## src/rtl/ntt_level_sequencer.sv

```systemverilog
// NTT/INTT butterfly level sequencer: walks the butterfly length from LEN_MAX down to
// LEN_MIN, issuing N/2 stallable butterfly indices per level with a fixed flush gap between.
module ntt_level_sequencer #(
  parameter int N         = 256,
  parameter int LEN_MAX   = 128,
  parameter int LEN_MIN   = 2,
  parameter int LEVEL_GAP = 4
) (
  input  logic                   clk,
  input  logic                   rst_n,
  input  logic                   start,
  input  logic                   stall,
  output logic                   server_counter_start,
  output logic [8:0]             startlevel,
  output logic [$clog2(N)-2:0]   bf_idx,
  output logic                   bf_valid,
  output logic [2:0]             level_cnt,
  output logic                   busy,
  output logic                   done
);

  localparam int IW = $clog2(N) - 1;
  localparam int GW = (LEVEL_GAP > 1) ? $clog2(LEVEL_GAP) : 1;
  localparam logic [IW-1:0] IDX_LAST = IW'(N/2 - 1);
  localparam logic [8:0]    SL_MAX   = 9'(LEN_MAX);
  localparam logic [8:0]    SL_MIN   = 9'(LEN_MIN);
  localparam logic [GW-1:0] GAP_LOAD = GW'(LEVEL_GAP - 1);

  typedef enum logic [2:0] {IDLE, LOAD, RUN, GAP, DONE} state_t;

  state_t          state_q, state_d;
  logic [GW-1:0]   gap_q, gap_d;
  logic [8:0]      sl_d;
  logic [IW-1:0]   idx_d;
  logic [2:0]      lc_d;
  logic            scs_d, vld_d, busy_d, done_d;

  always_comb begin
    state_d = state_q;
    gap_d   = gap_q;
    sl_d    = startlevel;
    idx_d   = bf_idx;
    lc_d    = level_cnt;
    scs_d   = server_counter_start;
    vld_d   = bf_valid;
    busy_d  = busy;
    done_d  = 1'b0;
    case (state_q)
      IDLE: begin
        if (start) begin
          state_d = LOAD;
          sl_d    = SL_MAX;
          lc_d    = '0;
          busy_d  = 1'b1;
        end
      end
      // startlevel settles here while server_counter_start is still low
      LOAD: begin
        state_d = RUN;
        scs_d   = 1'b1;
        vld_d   = 1'b1;
        idx_d   = '0;
      end
      RUN: begin
        if (!stall) begin
          if (bf_idx == IDX_LAST) begin
            state_d = GAP;
            vld_d   = 1'b0;
            gap_d   = GAP_LOAD;
          end else begin
            idx_d = bf_idx + 1'b1;
          end
        end
      end
      GAP: begin
        if (gap_q != '0) begin
          gap_d = gap_q - 1'b1;
        end else if (startlevel == SL_MIN) begin
          state_d = DONE;
          scs_d   = 1'b0;
          done_d  = 1'b1;
        end else begin
          state_d = RUN;
          sl_d    = startlevel >> 1;
          lc_d    = level_cnt + 1'b1;
          idx_d   = '0;
          vld_d   = 1'b1;
        end
      end
      DONE: begin
        state_d = IDLE;
        busy_d  = 1'b0;
      end
      default: state_d = IDLE;
    endcase
  end

  always_ff @(posedge clk) begin
    if (!rst_n) begin
      state_q              <= IDLE;
      gap_q                <= '0;
      startlevel           <= '0;
      bf_idx               <= '0;
      level_cnt            <= '0;
      server_counter_start <= 1'b0;
      bf_valid             <= 1'b0;
      busy                 <= 1'b0;
      done                 <= 1'b0;
    end else begin
      state_q              <= state_d;
      gap_q                <= gap_d;
      startlevel           <= sl_d;
      bf_idx               <= idx_d;
      level_cnt            <= lc_d;
      server_counter_start <= scs_d;
      bf_valid             <= vld_d;
      busy                 <= busy_d;
      done                 <= done_d;
    end
  end

endmodule

```

## config.mk

```make
export PLATFORM = sky130hd
export DESIGN_NAME = ntt_level_sequencer
export DESIGN_NICKNAME = d
export VERILOG_FILES = /design/src/rtl/ntt_level_sequencer.sv
export SDC_FILE = /design/constraint.sdc
export NUM_CORES = 1
export LEC_CHECK = 0
export BUFFER_PORTS_ARGS = -buffer_cell sky130_fd_sc_hd__clkbuf_2
export CAP_MARGIN = 25
export CORE_MARGIN = 2
export CORE_UTILIZATION = 54
export CTS_CLUSTER_SIZE = 20
export DETAILED_ROUTE_END_ITERATION = 12
export MAX_ROUTING_LAYER = met4
export PLACE_DENSITY = 0.82
export SYNTH_ARGS = -nofsm -noshare
export SYNTH_HDL_FRONTEND = slang
export SYNTH_SLANG_ARGS = --single-unit
```

## constraint.sdc

```tcl
create_clock -name clk -period 2.05 [get_ports clk]
set_input_delay 0.3075 -clock clk [delete_from_list [all_inputs] [get_ports clk]]
set_output_delay 0.3075 -clock clk [all_outputs]
set_load 0.03 [all_outputs]
```

== After elaboration in Yosys (flattened, before gate mapping) ==
Index checks and enable logic that the tools add are counted.

* Flip-flop bits (word level): 28
* Bits in writable memories: 0
* Output and inout port bits: 23
* Bits in read-only memories: 0
* Input port bits: 4
* Memories kept: 0
* Latch bits: 0

* Equality and inequality tests: 14
* Bitwise operators: 2
* Multiplexer cells: 34
* Reductions and logical operators: 15
* Multiply operators: 0
* $lt $le $gt $ge: 0
* Div/mod/pow operators: 0
* Add/subtract/negate cells: 3
* Shift-type cells: 0

{| class="wikitable"
|+ Operators by type and width
! kind !! count
|-
| two-way mux 7 bit || 4
|-
| two-way mux 9 bit || 3
|-
| two-way mux 3 bit || 8
|-
| case mux 7 bit (3 select lines) || 1
|-
| case mux 9 bit (2 select lines) || 1
|-
| != test 2 bit, second input constant || 8
|-
| case mux 3 bit (4 select lines) || 1
|-
| AND reduction 4 bit || 3
|-
| AND reduction 5 bit || 2
|-
| nonzero test 2 bit || 5
|-
| equality test 9 x 2 -> 1 bit, second input constant || 1
|-
| two-way mux 1 bit || 8
|-
| adder 7 x 1 -> 7 bit, second input constant || 1
|-
| equality test 7 bit, second input constant || 1
|-
| equality test 3 x 2 -> 1 bit, second input constant || 2
|-
| two-way mux 2 bit || 3
|-
| case mux 3 bit (2 select lines) || 1
|-
| case mux 1 bit (2 select lines) || 2
|-
| case mux 2 bit (2 select lines) || 1
|-
| adder 3 x 1 -> 3 bit, second input constant || 1
|-
| equality test 3 x 1 -> 1 bit, second input constant || 1
|-
| equality test 3 bit, second input constant || 1
|-
| zero test 3 bit || 1
|-
| case mux 1 bit (3 select lines) || 1
|-
| other kinds (6) || 7
|}

== Longest topological paths before layout ==
* Word-level depth: 4
* Gate-level depth with buffers: 8
* Gate-level depth less buffers: 7

== Worst setup path before layout ==
Ideal clock, no wire load.

* Path type: flip-flop to flip-flop
* From: register bf_idx[0]
* To: register bf_idx[2]
* Setup slack: 96 ps
* Clock period less this slack: 1,954 ps
* Stages on the path, launching flop included: 8
* Buffers on the path: 1
* Data arrival time: 1,896 ps
* Cell sequence: dfxtp_1 -> ha_1 -> nand2_1 -> or3_1 -> clkbuf_1 -> nand3_1 -> nor3b_2 -> a211o_1

* Cells in the longest elaborated chain, start to end: 4
* Elaborated cells on any way between the ends: 7

{| class="wikitable"
|+ RTL lines
! element !! RTL line !! RTL
|-
| from (decl) || 15 || <nowiki>output logic [$clog2(N)-2:0] bf_idx,</nowiki>
|-
| from (signal assigned) || 113 || <nowiki>bf_idx <= idx_d;</nowiki>
|-
| adder 7 x 1 -> 7 bit || 71 || <nowiki>idx_d = bf_idx + 1'b1;</nowiki>
|-
| two-way mux 7 bit || 66 || <nowiki>if (bf_idx == IDX_LAST) begin</nowiki>
|-
| two-way mux 7 bit || 65 || <nowiki>if (!stall) begin</nowiki>
|-
| case mux 7 bit (3 select lines) || 48 || <nowiki>case (state_q)</nowiki>
|}

Several ways; a longest one is shown, not always the timed one. The select of a mux whose other input is x is not followed.
A chain may end at the register's enable or synchronous reset.

== Worst setup path after layout ==
* From: register gap_q[0]
* To: register bf_idx[2]

* Cells in the longest elaborated chain, start to end: 3

{| class="wikitable"
|+ RTL lines
! element !! RTL line !! RTL
|-
| from (decl) || 32 || <nowiki>logic [GW-1:0] gap_q, gap_d;</nowiki>
|-
| from (signal assigned) || 111 || <nowiki>gap_q <= gap_d;</nowiki>
|-
| nonzero test 2 bit || 76 || <nowiki>if (gap_q != '0) begin</nowiki>
|-
| != test 2 bit (no line) || - ||
|-
| AND reduction 5 bit (no line) || - ||
|}

Every way passes these cells.

==> impl_metrics.tcl <==
set metrics [dict create \
    power.switching_uw 356 \
    cp-start-kind "flip-flop" \
    antenna_cells 0 \
    drv_cap 0 \
    period_minus_slack_ns 1.99 \
    area_delta_synth_final_pct 17.3 \
    wl_per_cell_um 14.8 \
    end_kind "flip-flop" \
    maxSlewViolCount 0 \
    crit_path_max_incr_delay_ns 0.36 \
    die_h_um 54.6 \
    fin_nets 202 \
    portBuffers 25 \
    num_io_pins 27 \
    whs_path_depth 3 \
    synthTopCellsByArea "dfxtp_1 (39%), nand3_1 (9.0%), a21oi_1 (4.3%)" \
    wirelength_mm 3.32 \
    power.leakage_nw 0.662 \
    synth_ff_type "dfxtp_1" \
    synth_top_area_share 0.390 \
    remaining_drc_errors 0 \
    numCtsBuffers 3 \
    r2r_end "bf_idx[2]" \
    cts-root-buf "clkbuf_4" \
    core_mm2 0.00245 \
    p_int_uw 708 \
    synth_edf_count 0 \
    tritoncts "built" \
    synth_nets 174 \
    synth_area_per_cell_um2 8.29 \
    firstDrtPassIters 5 \
    grt_pass1_vias 1133 \
    reg2reg_from "gap_q[0]" \
    p_clk_frac 0.211 \
    worstPathArrival_ns 2.21 \
    hold_slack_ns 0.310 \
    path_class "flip-flop to flip-flop" \
    max-vdd-ir-drop_mv 0.501 \
    worstHoldEndpoint "state_q[1]" \
    routabilityCongestion 1.00 \
    dr_total_vias 1381 \
    dp_hpwl_mm 2.43 \
    ys.warnings.count 0 \
    viasPerCell 6.17 \
    row_count 18 \
    status "complete, no violations" \
    start_util 0.564 \
    slowest_stage "dfxtp_2" \
    min_from "start" \
    die_area_mm2 0.00299 \
    syn_inst 167 \
    antenna_left 0 \
    drt_iter0_drc 63 \
    r2r_cells 7 \
    clk_latency_ns 0.31 \
    ys_seq_elements 27 \
    finalPower_mw 1.06 \
    power.density_mw_per_mm2 655 \
    async_flop_share 0 \
    hold_violations 0 \
    hold_path_class "input port to flip-flop" \
    seq_power_share 0.539 \
    setup-violations-final 0 \
    ff2ff_setup_slack_ns 0.06 \
    clk_pin_slew_worst_paths_ns 0.14 \
    cp_top_family "simple AND/OR/NAND/NOR gates" \
    fin_skew_ns 0.00377 \
    crit_buf_inv 1 \
    grt_util_all_layers 0.233 \
    h-tree-depth 1 \
    final.period_utilization 0.972 \
    crit_fanout 6 \
    grt_pass1_wl_mm 4.99 \
    clock_sinks 27 \
    nFillCells 211 \
    synth_top_area_cell "dfxtp_1" \
    antenna_found_initial 0 \
    power.share.switching 0.334 \
    power_frac_comb 0.250 \
    syn_area_mm2 0.00139 \
    grt_max_degree 23 \
    cts.path.max_buffers 2 \
    drive_above_1_share 0.273 \
    synth_cell_type_count 47 \
    crit_chain "inv_2 -> ha_4 -> and3b_2 -> nor4_4 -> nand3_2 -> nor3b_2 -> a211o_1" \
    yosysSeqAreaShare 0.390 \
    cp.required_ns 2.27 \
    hold_buffers 0 \
    max_freq_mhz 502 \
    die_x_um 54.6 \
    overflow 0 \
]
[how the worst max path moves through the flow]
stage / endpoint / from / slack [ns] / cells past startpoint
floorplan: bf_idx[2] / bf_idx[0] / 0.1 / 7
global placement: bf_idx[5] / gap_q[0] / 0.19 / 7
detailed placement: bf_idx[5] / gap_q[0] / 0.11 / 7
CTS: bf_idx[5] / gap_q[0] / 0.09 / 7
global route: bf_idx[5] / gap_q[1] / -0.02 / 7
finish: bf_idx[2] / gap_q[0] / 0.06 / 7
[cell type report]
class                   instances  area (µm²)  area share
inverters                       7        26.3      0.0162
clock buffers                   4        26.3      0.0162
flip-flops and latches         27         543       0.334
multi-input cells             124         815       0.501
well taps                      30        37.5      0.0231
repair buffers                 32         178       0.109
[cells in the mapped netlist (2+ instances only)]
| cell | count |
|---|---|
| dfxtp_1 | 27 |
| nand3_1 | 25 |
| a21oi_1 | 12 |
| nor2_1 | 11 |
| nand2_1 | 10 |
| o21ai_0 | 9 |
| inv_1 | 6 |
| nor3_1 | 6 |
| buf_2 | 4 |
| clkbuf_1 | 4 |
| o31ai_1 | 4 |
| ha_1 | 3 |
| o21ai_1 | 3 |
| or3_1 | 3 |
| a21o_1 | 2 |
| and3_1 | 2 |
| and3b_1 | 2 |
| nand2b_1 | 2 |
| nor4_1 | 2 |
| o211ai_1 | 2 |
| o41ai_1 | 2 |
[through the flow]
step	util	setup TNS, ns	worst slack [ns]	cells	area [µm²]
floorplan	-	0	0.0959	167	1390
global placement	0.631	0	0.193	219	1550
detailed placement	0.631	0	0.111	219	1550
CTS	0.642	0	0.0855	223	1580
global route	0.662	-0.0716	-0.0242	224	1630
finish	0.662	0	0.0583	224	1630
[worst register-to-register path, stage by stage (launching register included)]
cell and delay, ns:
dfxtp_2 0.36, inv_2 0.08, ha_4 0.16, and3b_2 0.24
nor4_4 0.36, nand3_2 0.19, nor3b_2 0.23, a211o_1 0.29
[kinds of logic (layout without fill, tap and decap cells)]
logic type               count (synthesis)  in the layout  share of synthesized area
AO/OA/AOI/OAI                           45             45                      0.220
flip-flops                              27             27                      0.390
other                                    1              1                    0.00271
adder cells (fa/ha/maj)                  3              3                     0.0271
AND/OR/NAND/NOR                         75             75                      0.311
buffers and inverters                   16             43                     0.0497
[sequential cells by signal, indices dropped and copies added, names as in the netlist, 2 cells and up]
name	flops
startlevel	8
bf_idx	7
level_cnt	3
state_q	3
gap_q	2
[layer usage]
| layer | vias up | routed length, µm | track usage |
|---|---|---|---|
| li1 | 675 | - | - |
| met1 | 662 | 1460 | 0.298 |
| met2 | 42 | 1710 | 0.383 |
| met3 | 2 | 135 | 0.0355 |
| met4 | 0 | 15 | 0.0542 |
| met5 | - | 0 | - |
[cells in the final DEF, fill, tap and decap left out, drive strengths merged, types with 3 or more instances in the layout]
cell type	synthesis	routed
o211ai	3	3
ha	3	3
or3	3	3
o31ai	4	4
o21ai	13	13
nor3	6	6
nor2	12	12
clkbuf	4	29
inv	6	6
nand2	10	10
dfxtp	27	27
buf	5	7
nand3	25	25
nor4	4	4
o41ai	3	3
a21oi	13	13
[power by group through the flow]
stage	Combinational (mW)	Sequential (mW)	Clock, mW
4_1_cts	0.243	0.573	0.232
6_report	0.266	0.574	0.225
3_5_place_dp	0.242	0.584	0
3_3_place_gp	0.234	0.583	0
5_1_grt	0.293	0.577	0.254
2_1_floorplan	0.160	0.604	0
[what timing repair did]
| item | CTS | global route |
|---|---|---|
| setup buffers | 0 | 1 |
| gates resized for setup | 0 | 10 |
| endpoints found under the setup margin | 0 | 7 |
(Power assumes the default switching activity.)
